--- src/rtl/vga_frame_buffer_reader.sv ---
// Read side of the camera frame buffer: scans a 640x480@60 raster, fetches the 160x120 RGB332 image
// from the DP RAM read port with 4x upscaling and drives the VGA pins through a 2-stage pipeline.
module vga_frame_buffer_reader #(
    parameter int H_VISIBLE = 640,
    parameter int H_FP      = 16,
    parameter int H_SYNC    = 96,
    parameter int H_BP      = 48,
    parameter int V_VISIBLE = 480,
    parameter int V_FP      = 10,
    parameter int V_SYNC    = 2,
    parameter int V_BP      = 33
) (
    input  logic        CLK,
    input  logic        RST,
    input  logic [7:0]  DP_RAM_data_out,
    output logic [16:0] DP_RAM_addr_out,
    output logic        VGA_HSYNC,
    output logic        VGA_VSYNC,
    output logic [3:0]  VGA_R,
    output logic [3:0]  VGA_G,
    output logic [3:0]  VGA_B,
    output logic        FRAME_END
);

    localparam int H_TOTAL = H_VISIBLE + H_FP + H_SYNC + H_BP;
    localparam int V_TOTAL = V_VISIBLE + V_FP + V_SYNC + V_BP;

    localparam logic [9:0] H_LAST     = 10'(H_TOTAL - 1);
    localparam logic [9:0] V_LAST     = 10'(V_TOTAL - 1);
    localparam logic [9:0] H_VIS      = 10'(H_VISIBLE);
    localparam logic [9:0] V_VIS      = 10'(V_VISIBLE);
    localparam logic [9:0] H_VIS_LAST = 10'(H_VISIBLE - 1);
    localparam logic [9:0] V_VIS_LAST = 10'(V_VISIBLE - 1);
    localparam logic [9:0] HS_START   = 10'(H_VISIBLE + H_FP);
    localparam logic [9:0] HS_END     = 10'(H_VISIBLE + H_FP + H_SYNC);
    localparam logic [9:0] VS_START   = 10'(V_VISIBLE + V_FP);
    localparam logic [9:0] VS_END     = 10'(V_VISIBLE + V_FP + V_SYNC);

    logic [9:0]  h_cnt;
    logic [9:0]  v_cnt;

    logic        visible_s0;
    logic        hsync_s0;
    logic        vsync_s0;
    logic        frame_end_s0;
    logic [16:0] row_ext;
    logic [16:0] col_ext;
    logic [16:0] addr_s0;

    logic        visible_s1;
    logic        hsync_s1;
    logic        vsync_s1;
    logic        frame_end_s1;

    logic        visible_s2;
    logic        hsync_s2;
    logic        vsync_s2;
    logic        frame_end_s2;

    logic [2:0]  red3;
    logic [2:0]  green3;
    logic [1:0]  blue2;

    always_ff @(posedge CLK) begin
        if (RST) begin
            h_cnt <= '0;
            v_cnt <= '0;
        end else if (h_cnt == H_LAST) begin
            h_cnt <= '0;
            v_cnt <= (v_cnt == V_LAST) ? 10'd0 : v_cnt + 10'd1;
        end else begin
            h_cnt <= h_cnt + 10'd1;
        end
    end

    // Image row/column are the raster position divided by 4; row*160 is built as row*128 + row*32.
    always_comb begin
        visible_s0   = (h_cnt < H_VIS) && (v_cnt < V_VIS);
        hsync_s0     = !((h_cnt >= HS_START) && (h_cnt < HS_END));
        vsync_s0     = !((v_cnt >= VS_START) && (v_cnt < VS_END));
        frame_end_s0 = (h_cnt == H_VIS_LAST) && (v_cnt == V_VIS_LAST);
        row_ext      = {9'd0, v_cnt[9:2]};
        col_ext      = {9'd0, h_cnt[9:2]};
        addr_s0      = (row_ext << 7) + (row_ext << 5) + col_ext;
    end

    always_ff @(posedge CLK) begin
        if (RST) begin
            DP_RAM_addr_out <= '0;
            visible_s1      <= 1'b0;
            hsync_s1        <= 1'b1;
            vsync_s1        <= 1'b1;
            frame_end_s1    <= 1'b0;
        end else begin
            DP_RAM_addr_out <= visible_s0 ? addr_s0 : 17'd0;
            visible_s1      <= visible_s0;
            hsync_s1        <= hsync_s0;
            vsync_s1        <= vsync_s0;
            frame_end_s1    <= frame_end_s0;
        end
    end

    // Second delay stage lines the flags up with the byte the RAM returns for the stage-1 address.
    always_ff @(posedge CLK) begin
        if (RST) begin
            visible_s2   <= 1'b0;
            hsync_s2     <= 1'b1;
            vsync_s2     <= 1'b1;
            frame_end_s2 <= 1'b0;
        end else begin
            visible_s2   <= visible_s1;
            hsync_s2     <= hsync_s1;
            vsync_s2     <= vsync_s1;
            frame_end_s2 <= frame_end_s1;
        end
    end

    always_comb begin
        red3      = DP_RAM_data_out[7:5];
        green3    = DP_RAM_data_out[4:2];
        blue2     = DP_RAM_data_out[1:0];
        VGA_R     = 4'd0;
        VGA_G     = 4'd0;
        VGA_B     = 4'd0;
        if (visible_s2) begin
            VGA_R = {red3, red3[2]};
            VGA_G = {green3, green3[2]};
            VGA_B = {blue2, blue2};
        end
        VGA_HSYNC = hsync_s2;
        VGA_VSYNC = vsync_s2;
        FRAME_END = frame_end_s2;
    end

endmodule

--- config.mk ---
export PLATFORM = sky130hd
export DESIGN_NAME = vga_frame_buffer_reader
export DESIGN_NICKNAME = d
export VERILOG_FILES = /design/src/rtl/vga_frame_buffer_reader.sv
export SDC_FILE = /design/constraint.sdc
export NUM_CORES = 1
export LEC_CHECK = 0
export CORE_MARGIN = 5
export CORE_UTILIZATION = 49
export CTS_CLUSTER_DIAMETER = 30
export DETAILED_ROUTE_END_ITERATION = 16
export PLACE_DENSITY = 0.82
export SETUP_SLACK_MARGIN = 0.2
export SLEW_MARGIN = 15
export SYNTH_ARGS = -nofsm -noshare
export SYNTH_HDL_FRONTEND = slang
export SYNTH_SLANG_ARGS = --single-unit
export TNS_END_PERCENT = 100
--- constraint.sdc ---
create_clock -name CLK -period 2.9 [get_ports CLK]
set_clock_uncertainty 0.2 [all_clocks]
set_input_delay 0.58 -clock CLK [delete_from_list [all_inputs] [get_ports CLK]]
set_output_delay 0.58 -clock CLK [all_outputs]
set_load 0.03 [all_outputs]
# Yosys cells after proc, flatten, opt, wreduce, memory -nomap -nowiden
# Index checks and enable logic that the tools add are counted.
[word_totals] register_bits=45 input_bits=10 output_inout_bits=32 elab_cells=38
[classes] add_sub_neg=4 magnitude_cmp=6 eq_ne=4 n_mux=4 bitwise=1 n_reduce_logical=8
[op_table] operator="$eq 10x10->1 const B" count=3
[op_table] operator="$add 10x1->10 const B" count=2
[op_table] operator="$lt 10x10->1 const B" count=2
[op_table] operator="$lt 10x9->1 const B" count=2
[op_table] operator="$add 16x8->17" count=1
[op_table] operator="$add 15x13->16" count=1
[op_table] operator="$mux 4" count=3
[op_table] operator="$eq 10x9->1 const B" count=1
[op_table] operator="$ge 10x10->1 const B" count=1
[op_table] operator="$ge 10x9->1 const B" count=1
[op_table] operator="$mux 10" count=1
[op_table] operator="$logic_and 1x1->1" count=4
[op_table] operator="$reduce_or 2->1" count=2
[op_table] operator="$logic_not 1->1" count=2
[op_table] operator="$not 1->1" count=1

# Depth between registers and ports, before layout
# Gate-level depths: netlist of the first run.
[logic_depth] depth_word=4 ltp_mapped=8 depth_no_buf=8

# Worst setup path before layout of the first run
# OpenSTA, ideal clock, no wires.
[synth_path] kind="register -> register" start="register h_cnt[9]" end="register DP_RAM_addr_out[14]" arrival_time_ns=2.131 required_ns=2.575 slack_ns=0.444 stages_incl_launch_ff=9 cell_sequence="dfxtp_1 inv_1 fa_1 inv_1 ha_1 nor2b_1 o31a_1 o31a_1 o41a_1"
[synth_between] elab_chain_len=4 word_cells_on_any_way=5
[synth_lines] item="from (decl)" line="39" rtl="logic [9:0] h_cnt;"
[synth_lines] item="from (signal assigned)" line="72" rtl="h_cnt <= h_cnt + 10'd1;"
[synth_lines] item="$lt 10x10->1" line="78" rtl="visible_s0 = (h_cnt < H_VIS) && (v_cnt < V_VIS);"
[synth_lines] item="$logic_and 1x1->1" line="78"
[synth_lines] item="$not 1->1 (no line)"
[synth_lines] item="$reduce_or 2->1 (no line)"
[synth_lines] item="to (signal assigned)" line="95" rtl="DP_RAM_addr_out <= visible_s0 ? addr_s0 : 17'd0;"
[synth_lines] item="to (decl)" line="16" rtl="output logic [16:0] DP_RAM_addr_out,"
# Parallel ways exist; a longest one is shown, timed or not.
# A chain may end at the register's enable or synchronous reset.

# Worst setup path in the final report of the first run
[layout_path] start="input port DP_RAM_data_out[4]" end="output port VGA_G[0]"
[layout_between] elab_chain_len=1
[layout_lines] item="from (decl)" line="15" rtl="input logic [7:0] DP_RAM_data_out,"
[layout_lines] item="$mux 4" line="125" rtl="if (visible_s2) begin"
[layout_lines] item="to (decl)" line="20" rtl="output logic [3:0] VGA_G,"
# Every way passes these cells.

==> impl_metrics.csv, run 1 <==
group,metric,value,unit
status,status,"completed",
placement,portBuffers,40,
sta,final.min_clock_period,2622,ps
clock_network,numCtsBuffers,5,
detailed_routing,route.detailed.drc,0,
critical_path,crit_required,2120,ps
die,coreArea,4354,µm²
cells_and_area,reg.largest.list,"DP_RAM_addr_out (16), h_cnt (10), v_cnt (10)",
hold_path,whs_path_depth,1,
global_route,grt.total_usage,0.1573,
sta,whs,212.8,ps
critical_path,worst_ep_arrival_time,1840,ps
global_route,grt_pass1_vias,1736,
cells_and_area,largest_reg_flops,16,
critical_path,worst-path-buf-inv,2,
die,dieArea,5926,µm²
pwr,power.total,1.180,mW
die,die_w,76.98,µm
global_route,grt_overflow,0,
cells_and_area,ff_latch_area,883.3,µm²
die,initial_utilization,0.5049,
detailed_routing,avgRoutedWirePerCell,13.61,µm
cells_and_area,fin_area,2755,µm²
sta,tightest_slew,659.3,ps
synthesis,syn_avg_cell_area,9.160,µm²
clock_network,root_buffer,"clkbuf_8",
critical_path,critical-path-top-delay-family,"buffers and inverters",
detailed_routing,wirelength,4532,µm
die,die_y,76.98,µm
critical_path,r2r_setup_slack,340,ps
synthesis,ys.flop_type,"dfxtp_1",
die,fp-row-count,24,
synthesis,async_reset_ff_frac,0,
cells_and_area,final_core_util,0.6328,
detailed_routing,drtPass1Iterations,5,
sta,max_freq,381.4,MHz
critical_path,max_stage_delay,670,ps
synthesis,synthDistinctLibCells,46,
synthesis,synth_cells,240,
cells_and_area,drive_gt1_frac,0.07829,
run,maxCapViolCount,0,
sta,rsz0062_at_grt,"false",
detailed_routing,viasPerCell,5.450,
critical_path,reg2regPathDepth,8,
placement,placed_cell_area,2631,µm²
hold_path,hp-class,"register to register",
synthesis,synth-seq-cells,44,
sta,tns,0,ps
synthesis,synth-edff-count,0,
global_route,grt_pass1_wl,7721,µm
cells_and_area,num-nets-final,311,
critical_path,r2r-start,"h_cnt[9]$_SDFF_PP0_",
critical_path,cp_slowest_cell,"clkdlybuf4s50_1",
critical_path,cp_common_cell,"clkdlybuf4s50_1",
sta,max_slew_margin,0.5568,
pwr,p_leak,1.125,nW
hold_path,holdPathEnd,"VGA_HSYNC$_SDFF_PP1_",
critical_path,critical_path_class,"primary input to output pin",
clock_network,cts_tree,"built",
critical_path,setup.worst_path.start_class,"primary input",
synthesis,ys_seq_area_frac,0.4007,
clock_network,clock_latency,300,ps
critical_path,regToRegEndpoint,"DP_RAM_addr_out[14]$_SDFF_PP0_",
critical_path,worstPathCellList,"clkdlybuf4s50_1, and2_1, clkdlybuf4s50_1",
detailed_routing,drt_iter0_markers,106,
sta,drv_slew,0,
sta,setup_viol,0,
clock_network,cts_sinks,44,
detailed_routing,dr_total_vias,1815,
sta,fin_crit_sh,0.9042,
cells_and_area,area_growth,25.33,%
detailed_routing,ant_nets,0,
global_route,grt_max_degree,19,
cells_and_area,multiInputGateArea,1199,µm²
clock_network,clockBufferDepth,2,
synthesis,syn_area,2198,µm²
placement,gp_congestion,0.8501,
die,io_pins,42,
critical_path,cp-end-kind,"output pin",
global_route,antenna_found_initial,0,
pwr,vdd_drop_max,207.7,µV
cells_and_area,n_fill_cell,322,
clock_network,cts_setup_buffers,0,
sta,hold_violations,0,
clock_network,cts.clk_slew.worst_paths,80,ps
cells_and_area,top_register,"DP_RAM_addr_out",
placement,dp_hpwl,3248,µm
clock_network,htreeDepth,2,
hold_path,worstHoldStart,"hsync_s1$_SDFF_PP1_",
critical_path,worstPathMaxFanout,2,
cells_and_area,n_antenna_cell,0,
pwr,p_per_area,428.3,nW/µm²
synthesis,yosys_warnings,0,
==> cell usage in the layout (no fill, tap or decap), types with 4 or more instances in the layout <==
| cell | synthesis | routed |
|---|---|---|
| a21oi_1 | 11 | 11 |
| inv_1 | 14 | 14 |
| nand2_1 | 9 | 9 |
| dfxtp_1 | 44 | 42 |
| clkdlybuf4s50_1 | 0 | 40 |
| nor2b_1 | 4 | 4 |
| xnor2_1 | 5 | 5 |
| ha_1 | 19 | 19 |
| nand4_1 | 7 | 7 |
| clkbuf_8 | 0 | 6 |
| and2_1 | 16 | 16 |
| buf_4 | 5 | 4 |
| o21ai_0 | 7 | 7 |
| xor2_1 | 5 | 5 |
| nor2_1 | 20 | 20 |
| nor3_1 | 6 | 6 |
| nand3_1 | 13 | 13 |
| and3_1 | 5 | 5 |
==> metal layers <==
metal  track usage  wire length (µm)
met4       0.06529               131
met1        0.1932              2000
met5             0                 0
met2        0.2547              1988
met3       0.04801               410
==> worst reg2reg max path: stages (launching register included) <==
cell,delay (ps)
dfxtp_2,380
inv_1,110
fa_1,430
inv_1,70
ha_1,260
nor2b_1,170
o31a_1,270
o31a_1,270
o41a_1,300
==> kinds of logic after synthesis <==
logic type | share of synthesized area
buf+inv | 0.05578
xor+xnor | 0.03984
flops | 0.4007
compound gates | 0.1064
simple gates | 0.2647
mux | 0.004553
fa+ha+maj | 0.1264
other cells | 0.001706
==> final cells by class <==
| class | instances | share of cell area |
|---|---|---|
| tap | 52 | 0.02361 |
| inverter | 15 | 0.02044 |
| clock buffer | 6 | 0.02997 |
| timing repair buffer | 44 | 0.1562 |
| clock inverter | 2 | 0.01408 |
| sequential | 44 | 0.3206 |
| multi-input combinational | 170 | 0.4351 |
==> cell usage after synthesis, types with 4 or more instances <==
| master | instances | area [µm²] |
|---|---|---|
| xor2_1 | 5 | 43.79 |
| dfxtp_1 | 44 | 880.8 |
| nand3_1 | 13 | 65.06 |
| ha_1 | 19 | 237.7 |
| nor3_1 | 6 | 30.03 |
| and2_1 | 16 | 100.1 |
| a21oi_1 | 11 | 55.05 |
| nand2_1 | 9 | 33.78 |
| nor2_1 | 20 | 75.07 |
| nor2b_1 | 4 | 25.02 |
| nand4_1 | 7 | 43.79 |
| and3_1 | 5 | 31.28 |
| o21ai_0 | 7 | 35.03 |
| xnor2_1 | 5 | 43.79 |
| buf_4 | 5 | 37.54 |
| clkbuf_1 | 5 | 18.77 |
| inv_1 | 14 | 52.55 |
==> worst max-delay path by stage <==
stage                         from                        endpoint  slack (ps)  depth (start not counted)
2_1_floorplan  h_cnt[9]$_SDFF_PP0_  DP_RAM_addr_out[14]$_SDFF_PP0_         440                          8
3_3_place_gp    DP_RAM_data_out[0]                        VGA_B[2]         280                          3
3_5_place_dp    DP_RAM_data_out[4]                        VGA_G[0]         270                          3
4_1_cts        h_cnt[9]$_SDFF_PP0_  DP_RAM_addr_out[14]$_SDFF_PP0_         260                          8
5_1_grt        h_cnt[9]$_SDFF_PP0_  DP_RAM_addr_out[14]$_SDFF_PP0_         210                          8
6_report        DP_RAM_data_out[4]                        VGA_G[0]         280                          3
==> through the flow <==
step           instances  setup slack [ps]
6_report             333             277.8
3_5_place_dp         325             270.7
3_3_place_gp         325             280.1
2_1_floorplan        241             444.1
5_1_grt              333             205.1
4_1_cts              333             257.9
==> timing repair <==
| action | CTS | global route |
|---|---|---|
| resized for setup | 0 | 2 |
| hold buffers | 0 | 0 |
| endpoints found under the setup margin | 0 | 2 |
==> report_power, final <==
group	switching (mW)	internal (mW)	total (mW)	leakage, nW
Combinational	0.0382	0.0324	0.0705	0.707
Sequential	0.00559	0.610	0.615	0.357
Clock	0.213	0.282	0.494	0.0614
(Power assumes the default switching activity.)
==> inputs of run 2 (changes only) <==
Settings changed: REMOVE_ABC_BUFFERS set to 1.
==> impl_metrics.csv, run 2 (synthesis results as in run 1) <==
group,metric,value,unit
status,status,"completed",
sta,drv_slew,0,
sta,final.min_clock_period,2630,ps
critical_path,setup.worst_path.start_class,"primary input",
sta,fin_crit_sh,0.9069,
clock_network,clockBufferDepth,2,
detailed_routing,wirelength,4694,µm
die,dieArea,5926,µm²
critical_path,crit_required,2120,ps
placement,dp_hpwl,3409,µm
detailed_routing,top_layer_used,"met4",
sta,max_slew_margin,0.5433,
detailed_routing,dr_wl_met3,386,µm
detailed_routing,wl_met1,1966,µm
pwr,p_per_area,393.0,nW/µm²
hold_path,worstHoldStart,"hsync_s1$_SDFF_PP1_",
die,die_w,76.98,µm
detailed_routing,viasPerCell,5.490,
global_route,grt_pass1_wl,7879,µm
clock_network,cts_resized,0,
critical_path,worstPathMaxFanout,2,
detailed_routing,route.detailed.drc,0,
die,coreArea,4354,µm²
pwr,vdd_drop_max,170.4,µV
global_route,grt_pass1_vias,1728,
pwr,p_leak,1.126,nW
cells_and_area,num-nets-final,313,
critical_path,startpoint,"DP_RAM_data_out[7]",
die,die_y,76.98,µm
sta,tightest_slew,679.4,ps
cells_and_area,reg.largest.list,"DP_RAM_addr_out (16), h_cnt (10), v_cnt (10)",
pwr,power.total,1.077,mW
clock_network,clock_latency,300,ps
sta,setup_viol,0,
placement,portBuffers,40,
clock_network,hold_buffers,0,
detailed_routing,ant_nets,0,
clock_network,numCtsBuffers,5,
detailed_routing,drtPass1Iterations,4,
sta,rsz0062_at_grt,"false",
die,fp-row-count,24,
cells_and_area,largest_reg_flops,16,
cells_and_area,n_antenna_cell,0,
global_route,grt_overflow,0,
clock_network,cts.clk_slew.worst_paths,70,ps
clock_network,root_buffer,"clkbuf_8",
clock_network,htreeDepth,2,
placement,gp_congestion,0.9077,
hold_path,holdPathEnd,"VGA_HSYNC$_SDFF_PP1_",
run,maxCapViolCount,0,
critical_path,regToRegEndpoint,"DP_RAM_addr_out[14]$_SDFF_PP0_",
placement,dp.cells,327,
die,io_pins,42,
cells_and_area,final_common_cell,"dfxtp_1",
detailed_routing,drt_iter0_markers,80,
clock_network,cts_setup_buffers,0,
global_route,grt.total_usage,0.1630,
cells_and_area,final_cell_mix,"42 x dfxtp_1, 40 x clkdlybuf4s50_1, 20 x nor2_1, 19 x ha_1, 16 x and2_1",
cells_and_area,top_register,"DP_RAM_addr_out",
critical_path,cp-end-kind,"output pin",
critical_path,worst_ep_arrival_time,1850,ps
critical_path,critical_path_class,"primary input to output pin",
detailed_routing,dr_total_vias,1839,
critical_path,reg2regPathDepth,8,
clock_network,cts_tree,"built",
cells_and_area,area_growth,24.70,%
detailed_routing,met2_wirelength,2199,µm
detailed_routing,avgRoutedWirePerCell,14.01,µm
cells_and_area,fin_cells,335,
sta,tns,0,ps
sta,hold_violations,0,
die,initial_utilization,0.5049,
clock_network,cts_sinks,44,
cells_and_area,drive_gt1_frac,0.08481,
hold_path,hp-class,"register to register",
cells_and_area,n_fill_cell,379,
global_route,antenna_found_initial,0,
critical_path,r2r_setup_slack,310,ps
global_route,grt_max_degree,19,
sta,whs,217.5,ps
hold_path,whs_path_depth,1,
sta,max_freq,380.2,MHz
critical_path,r2r-start,"h_cnt[9]$_SDFF_PP0_",
## run 2: cell count changes in the layout (fill, tap and decap cells not counted)
cell,change
buf_4,+2
bufinv_16,-1
clkinv_2,+2
clkinv_4,-1
## run 2: final cells by class
| type | instances | area (µm²) | area share |
|---|---|---|---|
| multi-input combinational | 170 | 1199 | 0.4372 |
| sequential | 44 | 883.3 | 0.3222 |
| clock buffer | 6 | 82.58 | 0.03012 |
| inverter | 15 | 56.30 | 0.02054 |
| tap | 52 | 65.06 | 0.02373 |
| timing repair buffer | 46 | 445.4 | 0.1625 |
| clock inverter | 2 | 10.01 | 0.003651 |
## run 2: metal layers
metal  GRT usage  vias to the layer above
li1            -                      916
met4     0.08763                        0
met2      0.2742                       72
met3     0.04684                       12
met5           0                        -
met1      0.1848                      839
## run 2: how the worst max path moves through the flow
| stage | end | slack (ps) | cells after the start |
|---|---|---|---|
| after floorplan | DP_RAM_addr_out[14]$_SDFF_PP0_ | 440 | 8 |
| after global placement | VGA_R[0] | 260 | 3 |
| after detailed placement | DP_RAM_addr_out[14]$_SDFF_PP0_ | 240 | 8 |
| after CTS | DP_RAM_addr_out[14]$_SDFF_PP0_ | 220 | 8 |
| after global routing | VGA_B[2] | 220 | 3 |
| final | VGA_R[0] | 270 | 3 |
## run 2: through the flow
stage                     setup slack, ps    util  cell area [µm²]
final                               270.0  0.6296             2741
after detailed placement            242.3  0.6078             2646
after CTS                           217.0  0.6290             2739
after global routing                216.2  0.6296             2741
after floorplan                     444.1       -             2136
after global placement              259.2  0.6078             2646
## run 2: where the power goes
| group | internal [mW] | leakage, nW | switching [mW] |
|---|---|---|---|
| clock network | 0.190 | 0.0510 | 0.201 |
| registers | 0.610 | 0.357 | 0.00521 |
| logic | 0.0323 | 0.717 | 0.0386 |
| total | 0.832 | 1.13 | 0.245 |
## run 2: critical path, cell delays in order
cell and delay (ps):
clkdlybuf4s50_1 450, and2_1 140, clkdlybuf4s50_1 670
